File: src/rtl/traffic_pkg.sv
// traffic_pkg: shared encodings for the traffic sequencer and gate controller
package traffic_pkg;
    typedef enum logic [1:0] {RED = 2'b00, GREEN = 2'b01, YELLOW = 2'b10} traffic_t;
    typedef enum logic [1:0] {CLOSE = 2'b00, OPEN = 2'b01, WAIT = 2'b10} gate_t;
    typedef enum logic [1:0] {SEL_RED = 2'b00, SEL_GREEN = 2'b01, SEL_YELLOW = 2'b10} sel_t;
endpackage

File: src/rtl/traffic_light_ctrl_if.sv
// traffic_light_ctrl_if: control inputs and phase outputs of the traffic sequencer
interface traffic_light_ctrl_if #(parameter int CNT_W = 8);
    logic             tick_en, cfg_we, req, emergency, phase_start, req_ack;
    logic [1:0]       cfg_sel, traffic_state;
    logic [CNT_W-1:0] cfg_data, remaining;
    modport master (
        output tick_en, cfg_we, cfg_sel, cfg_data, req, emergency,
        input  traffic_state, remaining, phase_start, req_ack
    );
    modport slave (
        input  tick_en, cfg_we, cfg_sel, cfg_data, req, emergency,
        output traffic_state, remaining, phase_start, req_ack
    );
endinterface

File: src/rtl/traffic_light_ctrl_phase_timer.sv
// phase_timer: loadable down-counter; load beats hold, hold beats decrement
module phase_timer #(
    parameter int               CNT_W   = 8,
    parameter logic [CNT_W-1:0] RST_VAL = '0
) (
    input  logic             clk,
    input  logic             rst,
    input  logic             load,
    input  logic [CNT_W-1:0] load_val,
    input  logic             dec,
    input  logic             hold,
    output logic [CNT_W-1:0] count,
    output logic             zero
);
    assign zero = count == '0;
    always_ff @(posedge clk) begin
        if (rst) count <= RST_VAL;
        else if (load) count <= load_val;
        else if (dec && !hold && !zero) count <= count - CNT_W'(1);
    end
endmodule

File: src/rtl/traffic_light_ctrl.sv
// traffic_light_ctrl: timed RED/GREEN/YELLOW sequencer with request shortening and emergency hold
module traffic_light_ctrl
    import traffic_pkg::*;
#(
    parameter int CNT_W     = 8,
    parameter int RED_T     = 10,
    parameter int GREEN_T   = 15,
    parameter int YELLOW_T  = 3,
    parameter int REQ_GREEN = 5
) (
    input logic               clk,
    input logic               rst,
    traffic_light_ctrl_if.slave bus
);
    localparam logic [CNT_W-1:0] REQ_M1 = CNT_W'(REQ_GREEN - 1);
    traffic_t         state, nxt;
    logic [CNT_W-1:0] dur_red, dur_green, dur_yellow, red_m1, green_m1, yellow_m1, load_val, count;
    logic             req_pend, emer_red_q, load, hold, zero, req_eff, red_entry, phase_start, req_ack;
    // a stored zero behaves as a one-tick phase
    assign red_m1    = dur_red    == '0 ? '0 : dur_red    - CNT_W'(1);
    assign green_m1  = dur_green  == '0 ? '0 : dur_green  - CNT_W'(1);
    assign yellow_m1 = dur_yellow == '0 ? '0 : dur_yellow - CNT_W'(1);
    assign req_eff   = req_pend | bus.req;
    assign red_entry = nxt == RED && nxt != state;
    always_comb begin
        nxt      = state;
        load     = 1'b0;
        load_val = red_m1;
        hold     = 1'b0;
        case (state)
            RED: begin
                hold = bus.emergency;
                if (!bus.emergency && emer_red_q) load = 1'b1;
                else if (!bus.emergency && bus.tick_en && zero) begin
                    nxt = GREEN; load = 1'b1; load_val = green_m1;
                end
            end
            GREEN: begin
                if (bus.emergency) begin
                    nxt = YELLOW; load = 1'b1; load_val = yellow_m1;
                end else if (req_eff && count > REQ_M1) begin
                    load = 1'b1; load_val = REQ_M1;
                end else if (bus.tick_en && zero) begin
                    nxt = YELLOW; load = 1'b1; load_val = yellow_m1;
                end
            end
            YELLOW: begin
                if (bus.tick_en && zero) begin
                    nxt = RED; load = 1'b1;
                end
            end
            default: begin
                nxt = RED; load = 1'b1;
            end
        endcase
    end
    always_ff @(posedge clk) begin
        if (rst) begin
            state       <= RED;
            phase_start <= 1'b0;
            req_ack     <= 1'b0;
            req_pend    <= 1'b0;
            emer_red_q  <= 1'b0;
            dur_red     <= CNT_W'(RED_T);
            dur_green   <= CNT_W'(GREEN_T);
            dur_yellow  <= CNT_W'(YELLOW_T);
        end else begin
            state       <= nxt;
            phase_start <= nxt != state;
            req_ack     <= red_entry && req_pend;
            req_pend    <= bus.req || (req_pend && !red_entry);
            emer_red_q  <= state == RED && bus.emergency;
            if (bus.cfg_we && bus.cfg_sel == SEL_RED) dur_red <= bus.cfg_data;
            if (bus.cfg_we && bus.cfg_sel == SEL_GREEN) dur_green <= bus.cfg_data;
            if (bus.cfg_we && bus.cfg_sel == SEL_YELLOW) dur_yellow <= bus.cfg_data;
        end
    end
    phase_timer #(.CNT_W(CNT_W), .RST_VAL(CNT_W'(RED_T - 1))) u_timer (
        .clk(clk), .rst(rst), .load(load), .load_val(load_val),
        .dec(bus.tick_en), .hold(hold), .count(count), .zero(zero)
    );
    assign bus.traffic_state = state;
    assign bus.remaining     = count;
    assign bus.phase_start   = phase_start;
    assign bus.req_ack       = req_ack;
endmodule

File: src/flat_wrapper.sv
// flat-port wrapper written by rule: the top's interface ports become plain ports
module traffic_light_ctrl_flat import traffic_pkg::*;
#(
    parameter int CNT_W     = 8,
    parameter int RED_T     = 10,
    parameter int GREEN_T   = 15,
    parameter int YELLOW_T  = 3,
    parameter int REQ_GREEN = 5
)
  (clk, rst, bus_tick_en, bus_cfg_we, bus_cfg_sel, bus_cfg_data, bus_req, bus_emergency, bus_traffic_state, bus_remaining, bus_phase_start, bus_req_ack);
  traffic_light_ctrl_if #(.CNT_W(CNT_W)) bus_i ();
  input logic clk;
  input logic rst;
  input wire logic [$bits(bus_i.tick_en)-1:0] bus_tick_en;
  input wire logic [$bits(bus_i.cfg_we)-1:0] bus_cfg_we;
  input wire logic [$bits(bus_i.cfg_sel)-1:0] bus_cfg_sel;
  input wire logic [$bits(bus_i.cfg_data)-1:0] bus_cfg_data;
  input wire logic [$bits(bus_i.req)-1:0] bus_req;
  input wire logic [$bits(bus_i.emergency)-1:0] bus_emergency;
  output wire logic [$bits(bus_i.traffic_state)-1:0] bus_traffic_state;
  output wire logic [$bits(bus_i.remaining)-1:0] bus_remaining;
  output wire logic [$bits(bus_i.phase_start)-1:0] bus_phase_start;
  output wire logic [$bits(bus_i.req_ack)-1:0] bus_req_ack;
  assign bus_i.tick_en = bus_tick_en;
  assign bus_i.cfg_we = bus_cfg_we;
  assign bus_i.cfg_sel = bus_cfg_sel;
  assign bus_i.cfg_data = bus_cfg_data;
  assign bus_i.req = bus_req;
  assign bus_i.emergency = bus_emergency;
  assign bus_traffic_state = bus_i.traffic_state;
  assign bus_remaining = bus_i.remaining;
  assign bus_phase_start = bus_i.phase_start;
  assign bus_req_ack = bus_i.req_ack;
  traffic_light_ctrl #(.CNT_W(CNT_W), .RED_T(RED_T), .GREEN_T(GREEN_T), .YELLOW_T(YELLOW_T), .REQ_GREEN(REQ_GREEN)) u_core (.clk(clk), .rst(rst), .bus(bus_i));
endmodule
File: config.mk
export PLATFORM = sky130hd
export DESIGN_NAME = traffic_light_ctrl_flat
export DESIGN_NICKNAME = d
export VERILOG_FILES = /design/src/rtl/traffic_pkg.sv /design/src/rtl/traffic_light_ctrl_if.sv /design/src/rtl/traffic_light_ctrl_phase_timer.sv /design/src/rtl/traffic_light_ctrl.sv /design/src/flat_wrapper.sv
export SDC_FILE = /design/constraint.sdc
export NUM_CORES = 1
export LEC_CHECK = 0
export ABC_AREA = 1
export CAP_MARGIN = 20
export CELL_PAD_IN_SITES_DETAIL_PLACEMENT = 2
export CELL_PAD_IN_SITES_GLOBAL_PLACEMENT = 2
export CORE_MARGIN = 1.5
export CORE_UTILIZATION = 29
export CTS_BUF_LIST = sky130_fd_sc_hd__clkbuf_2 sky130_fd_sc_hd__clkbuf_4 sky130_fd_sc_hd__clkbuf_8
export DETAILED_ROUTE_END_ITERATION = 8
export PLACE_DENSITY = 0.86
export RECOVER_POWER = 50
export REMOVE_ABC_BUFFERS = 1
export SYNTH_ARGS = -nofsm -noshare
export SYNTH_HDL_FRONTEND = slang
export SYNTH_SLANG_ARGS = --single-unit
File: constraint.sdc
create_clock -name clk -period 1.7 [get_ports clk]
set_clock_uncertainty 0.15 [all_clocks]
set_input_delay 0.425 -clock clk [delete_from_list [all_inputs] [get_ports clk]]
set_output_delay 0.425 -clock clk [all_outputs]
set_load 0.02 [all_outputs]
==> Word level (Yosys, flattened, before mapping) <==
Cells that the tools add are included.
Widths: inputs -> output; s select.
{ "op_classes": {"order_cmp": 1, "n_eq_ne": 5, "addsub": 4, "bitwise_logic": 1, "reduce_logical": 27, "mux": 25} }
{ "ops": {"columns": ["cell", "n"], "rows": [
  ["$mux 8", 10],
  ["$logic_not 8->1", 4],
  ["$sub 8x1->8 const B", 4],
  ["$pmux 8 s2", 1],
  ["$logic_and 1x1->1", 14],
  ["$mux 2", 6],
  ["$gt 8x3->1 const B", 1],
  ["$logic_not 2->1", 3],
  ["$mux 1", 6],
  ["$pmux 2 s3", 1],
  ["$eq 2x1->1 const B", 2],
  ["$eq 2x2->1 const B", 2],
  ["$logic_not 1->1", 4],
  ["$pmux 1 s3", 1],
  ["$ne 2x2->1", 1],
  ["$reduce_bool 2->1", 1],
  ["$logic_or 1x1->1", 1],
  ["$or 1x1->1", 1]
]} }
{ "totals": {"regBits": 38, "elab_cells": 72, "inputBits": 16} }

==> Depth between registers and ports, before layout <==
Gate-level depths: netlist (run 1).
{ "logic_depth": {"word_depth": 11, "depth_mapped": 13} }

==> Hierarchy <==
From an unflattened synthesis (run 1), not the netlist that was laid out.
{ "unflattened": {"hier_cells": 392, "area_unflattened_um2": 2558.7} }
{ "by_module_without_submodules": {"columns": ["module", "area_per_inst_um2", "cells_per_inst", "instances"], "rows": [
  ["traffic_light_ctrl", 1980.6, 305, 1],
  ["phase_timer", 578.1, 87, 1]
]} }

==> Worst setup path after synthesis (run 1) <==
No wires, ideal clock.
{ "synth_path": {"kind": "register to register", "from": "reg u_core.u_timer.count[0]", "to": "reg u_core.u_timer.count[4]", "path_stages_with_launch": 13, "required_ns": 1.435, "path_buffers": 0, "setup_time_ns": 0.115, "arrival_time_ns": 1.619, "synth_period_minus_slack_ns": 1.884, "setup_slack_ns": -0.184, "cell_sequence": "dfxtp_1 > inv_1 > ha_1 > inv_1 > nor2_2 > nand3_4 > nand2_2 > nand2_1 > nand3_4 > nor2_2 > nand2_1 > o21ai_1 > nor2_1"} }
{ "synth_between": {"elab_chain_cells": 7, "elab_cells_between_ends": 23, "cone_classes": "add/sub: 1; order compare: 1; mux: 14; reduce/logical: 7"} }
{ "synth_rtl": {"columns": ["item", "line", "rtl"], "rows": [
  ["from (decl)", "traffic_light_ctrl_phase_timer.sv:12", "output logic [CNT_W-1:0] count,"],
  ["from (signal assigned)", "traffic_light_ctrl_phase_timer.sv:18", "else if (load) count <= load_val;"],
  ["from (signal assigned)", "traffic_light_ctrl_phase_timer.sv:19", "else if (dec && !hold && !zero) count <= count - CNT_W'(1);"],
  ["parallel branches: the longest is 7 deep, another holds $gt 8x3->1", null, null]
]} }
Several ways; the timed one is not identified. The select of a mux whose other input is x is not followed.
A chain may end at the register's enable or synchronous reset.

==> Worst setup path in the final report (run 1) <==
{ "layout_path": {"from": "reg u_core.dur_red[6]", "to": "reg u_core.u_timer.count[5]"} }
{ "layout_between": {"elab_chain_cells": 7, "elab_cells_between_ends": 9, "cone_classes": "mux: 8; reduce/logical: 1"} }
{ "layout_rtl": {"columns": ["item", "line", "rtl"], "rows": [
  ["from (decl)", "traffic_light_ctrl.sv:17", "logic [CNT_W-1:0] dur_red, dur_green, dur_yellow, red_m1, green_m1, yellow_m1, load_val, count;"],
  ["from (signal assigned)", "traffic_light_ctrl.sv:64", "dur_red <= CNT_W'(RED_T);"],
  ["from (signal assigned)", "traffic_light_ctrl.sv:73", "if (bus.cfg_we && bus.cfg_sel == SEL_RED) dur_red <= bus.cfg_data;"],
  ["$logic_not 8->1 (*)", "traffic_light_ctrl.sv:20", "assign red_m1 = dur_red == '0 ? '0 : dur_red - CNT_W'(1);"],
  ["$mux 8 (*)", "traffic_light_ctrl.sv:20", null],
  ["$mux 8", "traffic_light_ctrl.sv:43", "end else if (bus.tick_en && zero) begin"],
  ["$mux 8", "traffic_light_ctrl.sv:41", "end else if (req_eff && count > REQ_M1) begin"],
  ["$mux 8", "traffic_light_ctrl.sv:39", "if (bus.emergency) begin"],
  ["$pmux 8 s2 (*)", "traffic_light_ctrl.sv:30", "case (state)"],
  ["$mux 8 (*)", "traffic_light_ctrl_phase_timer.sv:18", null]
]} }
Every way passes the cells marked *; elsewhere a longest branch is shown, timed or not.

==> results.tsv, run 1 <==
metric	value	unit
outcome	finished, violations left	
violations	setup timing	
rows	33	
yosys_warnings	0	
synth-seq-cells	38	
crit_chain	nor2_1 > nand2_1 > nor2_2 > inv_2 > nand3_2 > inv_1 > nand2_1 > nand2_1 > inv_1 > nand2_1 > nand2_1 > a21oi_2	
synth.yosys.seq_area_share	0.3088	
drc	0	
grt_pass1_wl	18300	µm
vdd_drop_max	0.3043	mV
rsz0062_at_grt	true	
first_global_vias	3376	
dp_hpwl	8545	µm
n_antenna_cell	0	
worst_slack	-360.7	ps
clk_path_buf_depth	2	
antenna_left	0	
cp.arrival	2120	ps
drive_above_1_share	0.3586	
timing.rr.start	u_core.dur_red[6]$_SDFFE_PP0P_	
wl_per_cell	21.87	µm
swShare	0.3538	
core	8217	µm²
num_vias	3150	
p_int	0.001605	W
initial_core_util	0.2998	
cts_buffers	5	
crit_top_cell	nand2_1	
holdWs	327.9	ps
avgSynthCellArea	6.658	µm²
fin_crit	2061	ps
end_kind	flip-flop	
grt_usage	0.2734	
via_per_inst	5.312	
clkPwrFrac	0.294	
finalInstanceArea	3856	µm²
finalSetupTns	-2983	ps
clk_latency	310	ps
setup_violations	18	
cp_top_family	simple AND/OR/NAND/NOR gates	
die_h	95.17	µm
io_pins	28	
die_x	95.17	µm
cp_slowest_cell	dfxtp_1	
synth.distinct_cells	30	
fmax	0.4853	GHz
power_leakage	1.742	nW
drt_iter0_markers	115	
routed_wl	12970	µm
cp_slowest_stage_delay	360	ps
worst_pin_slew	400.7	ps
finalCritPeriodShare	1.212	
maxCapViolCount	0	
worstPathRequired	1760	ps
grt_antenna_before_repair	0	
critPathMaxFanout	5	
comb_power_share	0.312	
worstSetupStartpointType	flip-flop	
syn-cell-area	2464	µm²
cp-startpoint	u_core.dur_red[6]$_SDFFE_PP0P_	
fillers	951	
root_buffer	clkbuf_8	
h-tree-depth	2	
cts_tree	built	
finalHoldViolCount	0	
clkTransAtPathRegs	90	ps
io_buffer_count	27	
placed_area	3390	µm²
criticalPathCategory	reg2reg	
dr.pass1.iters	4	
fp.dieArea	9057	µm²
min_path_type	reg2reg	
grt_start_max_net_pins	28	
p_switching	0.0008788	W
power_density	644.2	nW/µm²
cts.sinks	38	
seq_power_share	0.394	
fin_nets	509	
syn2layout_area_growth	56.53	%
slew_headroom	0.7328	
worstHoldStart	u_core.req_pend$_SDFF_PP0_	
critical_path_buf_inv_count	3	
syn_inst	370	
grt_overflow	0	
gp_congestion	0.9163	
drv_slew	0	
## cells in the mapped netlist
cell type	instances	area, µm²
a31oi_1	1	6.260
a22oi_1	2	15.01
nand3_4	4	70.07
nor2_2	5	31.28
nand4_1	10	62.56
clkbuf_1	5	18.77
nor2_1	38	142.6
nand2_1	71	266.5
nor3_4	1	16.27
nand2_4	1	11.26
o21ai_0	33	165.2
a21oi_2	2	17.52
nor2_4	3	33.78
inv_1	52	195.2
nor3_1	7	35.03
inv_2	3	11.26
nand3_1	25	125.1
dfxtp_1	38	760.7
a21oi_1	28	140.1
nand3b_1	1	7.510
o211ai_1	8	60.06
o21ai_1	3	15.01
o21a_1	1	7.510
nand2_2	5	31.28
a211oi_1	1	7.510
nand3_2	2	20.02
xnor2_1	2	17.52
xor2_1	9	78.83
ha_1	6	75.07
o22ai_1	3	18.77
## state kept, by name, indices dropped and copies added, names as in the netlist
name                      flops
u_core.u_timer.count          8
u_core.bus.traffic_state      2
u_core.dur_red                8
u_core.req_pend               1
u_core.emer_red_q             1
u_core.dur_yellow             8
u_core.bus.req_ack            1
u_core.bus.phase_start        1
u_core.dur_green              8
## per-stage QoR
step                  util  setup WS (ps)  total power [W]  std cells
floorplan                -         -183.8         0.001277        365
global placement    0.4125         -475.9         0.001576        566
detailed placement  0.4125         -620.1         0.001620        566
CTS                 0.4486         -259.5         0.002384        581
global route        0.4693         -485.8         0.002589        593
finish              0.4693         -360.7         0.002484        593
## power groups by stage
stage,Clock (W),Combinational [W],Sequential (W)
global placement,0,0.000590,0.000986
detailed placement,0,0.000628,0.000992
floorplan,0,0.000270,0.00101
finish,0.000730,0.000775,0.000978
global route,0.000778,0.000828,0.000983
CTS,0.000720,0.000690,0.000973
## routing by layer
metal,global-route usage,wire (µm),vias up
met4,0.09577,748,0
met1,0.3108,5054,1531
met2,0.5177,6661,109
met3,0.03270,502,53
li1,-,-,1457
met5,0,0,-
## worst register-to-register path, cell delays in order (launching register included)
cell and delay [ps]:
dfxtp_1 360, nor2_1 280, nand2_1 180, nor2_2 200
inv_2 100, nand3_2 130, inv_1 100, nand2_1 90
nand2_1 90, inv_1 80, nand2_1 60, nand2_1 80
a21oi_2 60
## path summary, 6_finish.rpt
path	cells after the start	slack, ps	endpoint
hold / removal	2	330	u_core.req_pend$_SDFF_PP0_
hold reg to reg	2	330	u_core.req_pend$_SDFF_PP0_
setup reg to reg	12	-360	u_core.u_timer.count[5]$_SDFFE_PP0P_
setup / recovery	12	-360	u_core.u_timer.count[5]$_SDFFE_PP0P_
## logic make-up after synthesis
| kind of cell | after synthesis | share of synthesized area |
|---|---|---|
| AO/OA/AOI/OAI | 82 | 0.1839 |
| XOR/XNOR | 11 | 0.03911 |
| adder cells (fa/ha/maj) | 6 | 0.03047 |
| buffers and inverters | 60 | 0.09142 |
| flip-flops | 38 | 0.3088 |
| AND/OR/NAND/NOR | 173 | 0.3464 |
## final cells by class
cell class                      count  area (µm²)  share of cell area
Clock buffer                        6       82.58             0.02141
Clock inverter                      2       16.27            0.004218
Inverter                           55       214.0             0.05548
Multi-Input combinational cell    273        1698              0.4403
Sequential cell                    38       768.2              0.1992
Tap cell                          105       131.4             0.03407
Timing Repair Buffer              114       945.9              0.2453
## cell usage in the layout (no fill, tap or decap), drive strengths merged
cell type	synthesis	layout
nand3	31	32
buf	0	83
xor2	9	9
clkinvlp	0	1
clkdlybuf4s50	0	13
dlygate4sd2	0	6
dlygate4sd3	0	1
a22oi	2	2
o211ai	8	8
a211oi	1	1
nand2	77	77
clkdlybuf4s15	0	4
a21oi	30	30
inv	55	56
nor3	8	8
xnor2	2	2
nor2	46	46
nand4	10	10
dfxtp	38	38
nand3b	1	1
a31oi	1	1
o21ai	36	36
o21a	1	1
o22ai	3	3
clkbuf	5	13
ha	6	6
## timing repair
item / CTS / global route
gates cloned: 1 / 0
buffers inserted: 6 / 12
setup endpoints to repair: 25 / 27
gates resized for setup: 63 / 44
pin swaps: 16 / 21
hold buffers: 0 / 0
Power figures use the tool's default switching activity.
==> run 2, diff against run 1 <==
--- a/config.mk
+++ b/config.mk
@@ -9,6 +9,7 @@
 export CAP_MARGIN = 20
 export CELL_PAD_IN_SITES_DETAIL_PLACEMENT = 2
 export CELL_PAD_IN_SITES_GLOBAL_PLACEMENT = 2
+export CORE_ASPECT_RATIO = 1.75
 export CORE_MARGIN = 1.5
 export CORE_UTILIZATION = 29
 export CTS_BUF_LIST = sky130_fd_sc_hd__clkbuf_2 sky130_fd_sc_hd__clkbuf_4 sky130_fd_sc_hd__clkbuf_8
==> run 2 against run 1 <==
Compared with the run above: the flow still finishes with violations (setup timing); count of clock-buffer cells in the layout fell by 1; sequential power barely moved; combinational power fell by 9.0%; cell count fell by 3.9%; hold slack got worse by 0.93 ps; setup slack improved by 130 ps; total power fell by 6.8%; register-to-register slack improved by 130 ps; core utilization fell by 2.1 points; first-iteration DRC count fell by 48%; routed wire length fell by 13%; critical path type unchanged; critical endpoint is now u_core.u_timer.count[3]$_SDFFE_PP1P_; largest power group unchanged.
==> results.tsv, run 2 (synthesis results as in run 1) <==
metric	value	unit	change
power_density	625.7	nW/µm²	-2.9%
rsz0062_at_grt	true		
power_leakage	1.668	nW	-4.3%
finalCritPeriodShare	1.133		-0.07893
root_buffer	clkbuf_8		
grt_usage	0.2595		-0.01394
grt_start_max_net_pins	28		unchanged
violations	setup timing		
utilization	0.4482		-0.02113
critPathMaxFanout	8		+3
antenna_left	0		unchanged
slew_headroom	0.7443		+0.01151
finalSetupTns	-2106	ps	+876.2 ps
cp-startpoint	u_core.u_timer.count[0]$_SDFFE_PP1P_		
n_antenna_cell	0		unchanged
clk_path_buf_depth	2		unchanged
layout_common_cells	68 x buf_4, 65 x nand2_1, 44 x inv_1, 33 x nor2_1, 32 x dfxtp_1		
drt_iter0_markers	60		-48%
grt_overflow	0		unchanged
dp_hpwl	8737	µm	+2.2%
maxCapViolCount	0		unchanged
wl_per_cell	19.73	µm	-9.8%
final_common_cell	buf_4		
timing.rr.start	u_core.u_timer.count[0]$_SDFFE_PP1P_		
clkTransAtPathRegs	80	ps	about the same
fin_nets	500		-1.8%
ff_latch_area	770.7	µm²	+0.33%
rows	44		+33%
cts_tree	built		
p_total	0.002316	W	-6.8%
fp.dieArea	9079	µm²	+0.24%
min_path_type	reg2reg		
core	8258	µm²	+0.50%
grt_pass1_wl	17740	µm	-3.1%
fin_crit	1927	ps	-134.2 ps
syn2layout_area_growth	50.23	%	
grt_busiest_layer	met2		
cts_buffers	5		unchanged
end_kind	flip-flop		
multiInputGateArea	1647	µm²	-3.0%
grt_use_met2	0.4949		-0.02286
cp.arrival	1970	ps	-150 ps
globalRouteMet3Util	0.03868		+0.005983
finalHoldViolCount	0		unchanged
fillers	977		+2.7%
drc	0		unchanged
crit_chain	inv_4 > ha_4 > inv_4 > nor2_4 > nand3_4 > o21ai_2 > nand2_2 > nand3_4 > nor2_4 > nor2_1 > nand3_1		
outcome	finished, violations left		
criticalPathCategory	reg2reg		
io_buffer_count	27		unchanged
drv_slew	0		unchanged
routed_wl	11250	µm	-13%
via_per_inst	5.321		+0.17%
fmax	0.5191	GHz	+7.0%
first_global_vias	3442		+2.0%
worstPathRequired	1740	ps	-20 ps
dp.cells	553		-2.3%
final_cells	570		-3.9%
worstSetupStartpointType	flip-flop		
cp_slowest_cell	dfxtp_2		
cp_slowest_stage_delay	340	ps	-20 ps
cp_top_family	simple AND/OR/NAND/NOR gates		
grt_antenna_before_repair	0		unchanged
clk_latency	310	ps	about the same
io_pins	28		unchanged
dr.pass1.iters	4		unchanged
initial_core_util	0.2983		-0.001499
critical_path_buf_inv_count	2		-1
num_vias	3033		-3.7%
worst_pin_slew	381.4	ps	-19.35 ps
worstHoldStart	u_core.req_pend$_SDFF_PP0_		
gp_congestion	0.8804		-3.9%
worst_slack	-226.5	ps	+134.2 ps
setup_violations	16		-2
die_h	124.9	µm	+31%
vdd_drop_max	0.6548	mV	+120%
die_x	72.68	µm	-24%
h-tree-depth	2		unchanged
holdWs	326.9	ps	-0.9340 ps
use_met1	0.2365		-0.07428
drive_above_1_share	0.3180		-0.04061
cts.sinks	38		unchanged
## run 2: cell count changes in the layout (fill, tap and decap cells not counted), sizes merged
cell           before  now
clkinvlp            1    2
clkbuf             13   10
dlygate4sd2         6    7
inv                56   55
buf                83   76
clkdlybuf4s15       4    3
## run 2: timing repair
item | CTS | global route
setup endpoints to repair | 27 | 20
buffers inserted | 8 | 1
pin swaps | 32 | 20
hold buffers | 0 | 0
cloned | 1 | 0
resized for setup | 72 | 19
## run 2: metrics by stage
| stage | instance area, µm² | setup WS, ps |
|---|---|---|
| finish | 3701 | -226.5 |
| global route | 3701 | -362.4 |
| CTS | 3681 | -239.6 |
| detailed placement | 3373 | -695.4 |
| global placement | 3373 | -494.4 |
| floorplan | 2445 | -183.8 |
## run 2: layout make-up
| cell class | count | area share |
|---|---|---|
| timing repair buffer | 105 | 0.2360 |
| multi-input combinational | 273 | 0.4449 |
| clock inverter | 2 | 0.004057 |
| sequential | 38 | 0.2082 |
| inverter | 55 | 0.05713 |
| clock buffer | 5 | 0.01859 |
| tap | 92 | 0.03110 |
## run 2: worst reg2reg max path, cell delays in order (launching register included)
cell,delay [ps]
dfxtp_2,340
inv_4,70
ha_4,160
inv_4,40
nor2_4,120
nand3_4,160
o21ai_2,210
nand2_2,140
nand3_4,150
nor2_4,40
nor2_1,120
nand3_1,100
## run 2: final timing paths
check | endpoint | slack, ps | cells after the start
setup reg to reg | u_core.u_timer.count[3]$_SDFFE_PP1P_ | -230 | 11
setup / recovery | u_core.u_timer.count[3]$_SDFFE_PP1P_ | -230 | 11
hold / removal | u_core.bus.req_ack$_SDFF_PP0_ | 330 | 2
hold reg to reg | u_core.bus.req_ack$_SDFF_PP0_ | 330 | 2
## run 2: routing by layer
layer  routed length [µm]  vias up
met2                 6437       69
met4                  834        0
li1                     -     1437
met1                 3718     1487
met5                    0        -
met3                  257       40
## run 2: power by group
| part | total [W] | internal [W] | switching, W | leakage (nW) |
|---|---|---|---|---|
| Combinational | 0.000705 | 0.000302 | 0.000403 | 1.32 |
| Clock | 0.000633 | 0.000280 | 0.000353 | 0.0362 |
| Sequential | 0.000977 | 0.000940 | 0.0000369 | 0.313 |
| Total | 0.00232 | 0.00152 | 0.000794 | 1.67 |
==> run 3, diff against run 2 <==
--- a/config.mk
+++ b/config.mk
@@ -6,7 +6,6 @@
 export NUM_CORES = 1
 export LEC_CHECK = 0
 export ABC_AREA = 1
-export CAP_MARGIN = 20
 export CELL_PAD_IN_SITES_DETAIL_PLACEMENT = 2
 export CELL_PAD_IN_SITES_GLOBAL_PLACEMENT = 2
 export CORE_ASPECT_RATIO = 1.75
@@ -17,6 +16,8 @@
 export PLACE_DENSITY = 0.86
 export RECOVER_POWER = 50
 export REMOVE_ABC_BUFFERS = 1
+export SETUP_SLACK_MARGIN = 0.1
+export SKIP_CTS_REPAIR_TIMING = 1
 export SYNTH_ARGS = -nofsm -noshare
 export SYNTH_HDL_FRONTEND = slang
 export SYNTH_SLANG_ARGS = --single-unit
==> run 3 against run 2 <==
Compared with the run above: the flow still finishes with violations (setup timing); highest routed layer unchanged; cell count grew 0.53%; critical path type unchanged; core utilization up 1.3 points; total power grew 2.0%; first-iteration DRC count grew 130%; sequential power up 0.5%; routed wire length grew 14%.
==> results.tsv, run 3 (synthesis results as in run 1) <==
metric	value	unit	change
outcome	finished, violations left		
violations	setup timing		
wl_per_cell	22.43	µm	+14%
grt_usage	0.2383		-0.02116
antenna_left	0		unchanged
grt_antenna_before_repair	0		unchanged
cts.sinks	38		unchanged
drc	0		unchanged
initial_core_util	0.2983		unchanged
critPathMaxFanout	8		unchanged
multiInputGateArea	1678	µm²	+1.9%
power_leakage	1.856	nW	+11%
n_antenna_cell	0		unchanged
dp.cells	553		unchanged
dp_slack	-695.4	ps	unchanged
p_switching	0.0008369	W	+5.4%
drive_above_1_share	0.3347		+0.01673
die_x	72.68	µm	unchanged
finalCritPeriodShare	1.230		+0.09687
worstPathRequired	1740	ps	about the same
clkPwrFrac	0.273		about the same
seq_power_share	0.416		-0.006
grt_pass1_wl	16480	µm	-7.1%
power_density	619.7	nW/µm²	-0.96%
ff_latch_area	770.7	µm²	unchanged
cts_tree	built		
final_cells	573		+0.53%
fp.dieArea	9079	µm²	unchanged
routed_wl	12850	µm	+14%
h-tree-depth	2		unchanged
p_total	0.002362	W	+2.0%
rows	44		unchanged
syn2layout_area_growth	54.75	%	
fin_nets	503		+0.60%
rrSetupSlack	-390	ps	-160 ps
gp_congestion	0.8804		unchanged
vdd_drop_max	0.5397	mV	-18%
grt_overflow	0		unchanged
maxCapViolCount	0		unchanged
die_h	124.9	µm	unchanged
first_global_vias	3310		-3.8%
dp_hpwl	8737	µm	unchanged
layout_common_cells	71 x buf_4, 64 x nand2_1, 45 x inv_1, 33 x nor2_1, 32 x dfxtp_1		
drv_slew	0		unchanged
clkTransAtPathRegs	90	ps	about the same
rsz0062_at_grt	true		
grt_start_max_net_pins	28		unchanged
fin_crit	2091	ps	+164.7 ps
core	8258	µm²	unchanged
cts_buffers	5		unchanged
worstHoldStart	u_core.req_pend$_SDFF_PP0_		
criticalPathCategory	reg2reg		
clk_latency	310	ps	about the same
timing.rr.start	u_core.u_timer.count[2]$_SDFFE_PP0P_		
drt_iter0_markers	138		+130%
fillers	955		-2.3%
io_pins	28		unchanged
cp.arrival	2130	ps	+160 ps
worst_pin_slew	437.3	ps	+55.94 ps
root_buffer	clkbuf_8		
io_buffer_count	27		unchanged
clk_path_buf_depth	2		unchanged
comb_power_share	0.311		+0.006
swShare	0.3542		+0.01144
final_common_cell	buf_4		
p_int	0.001526	W	+0.25%
via_per_inst	5.410		+1.7%
worstSetupStartpointType	flip-flop		
num_vias	3100		+2.2%
slew_headroom	0.7062		-0.03815
setup_violations	10		-6
worst_slack	-391.2	ps	-164.7 ps
dr.pass1.iters	6		+2
cp-startpoint	u_core.u_timer.count[2]$_SDFFE_PP0P_		
min_path_type	reg2reg		
finalHoldViolCount	0		unchanged
fmax	0.4782	GHz	-7.9%
end_kind	flip-flop		
-- run 3: cell types whose count changed in the layout (fill, tap and decap cells not counted), sizes merged --
cell / delta
inv: -1
clkdlybuf4s15: -3
dlymetal6s2s: +11
buf: +6
clkdlybuf4s50: -3
dlygate4sd2: -7
clkinvlp: +1
nand3: -1
-- run 3: final cells by class --
class	count	area share
well taps	92	0.03019
repair buffers	109	0.2484
clock buffers	5	0.01805
flip-flops and latches	38	0.2022
clock inverters	2	0.003938
multi-input cells	272	0.4401
inverters	55	0.05711
-- run 3: worst paths after layout --
kind                                               end  cells past startpoint
setup / recovery  u_core.u_timer.count[1]$_SDFFE_PP0P_                     10
hold reg to reg             u_core.req_pend$_SDFF_PP0_                      2
hold / removal              u_core.req_pend$_SDFF_PP0_                      2
setup reg to reg  u_core.u_timer.count[1]$_SDFFE_PP0P_                     10
-- run 3: per-stage QoR --
step | hold WS, ps | util | setup TNS (ps) | area [µm²]
2_1_floorplan | 284.9 | - | -1156 | 2445
3_3_place_gp | 295.6 | 0.4085 | -7603 | 3373
3_5_place_dp | 309.2 | 0.4085 | -10320 | 3373
4_1_cts | 321.1 | 0.4186 | -6075 | 3457
5_1_grt | 362.1 | 0.4617 | -3579 | 3812
6_report | 329.7 | 0.4617 | -2723 | 3812
-- run 3: layer usage --
metal	GRT usage	vias up	wire, µm
met4	0.1221	0	892
met2	0.4819	88	7501
met3	0.02820	48	282
met5	0	-	0
li1	-	1445	-
met1	0.2158	1519	4177
-- run 3: worst max-delay path: stages (launching register included) --
cell and delay (ps):
dfxtp_2 380, inv_1 120, nand2_1 110, nor2_4 140, nand3_4 180, o21ai_2 240, nand2_2 160, nand4_1 170
nand2_1 120, nor2_1 120, nor2_1 70
-- run 3: power groups by stage --
stage	logic, W	clock network, W	registers [W]
after global routing	0.000785	0.000692	0.000987
after global placement	0.000587	0	0.000986
final	0.000736	0.000645	0.000982
after detailed placement	0.000626	0	0.000991
after CTS	0.000630	0.000650	0.000970
after floorplan	0.000270	0	0.00101
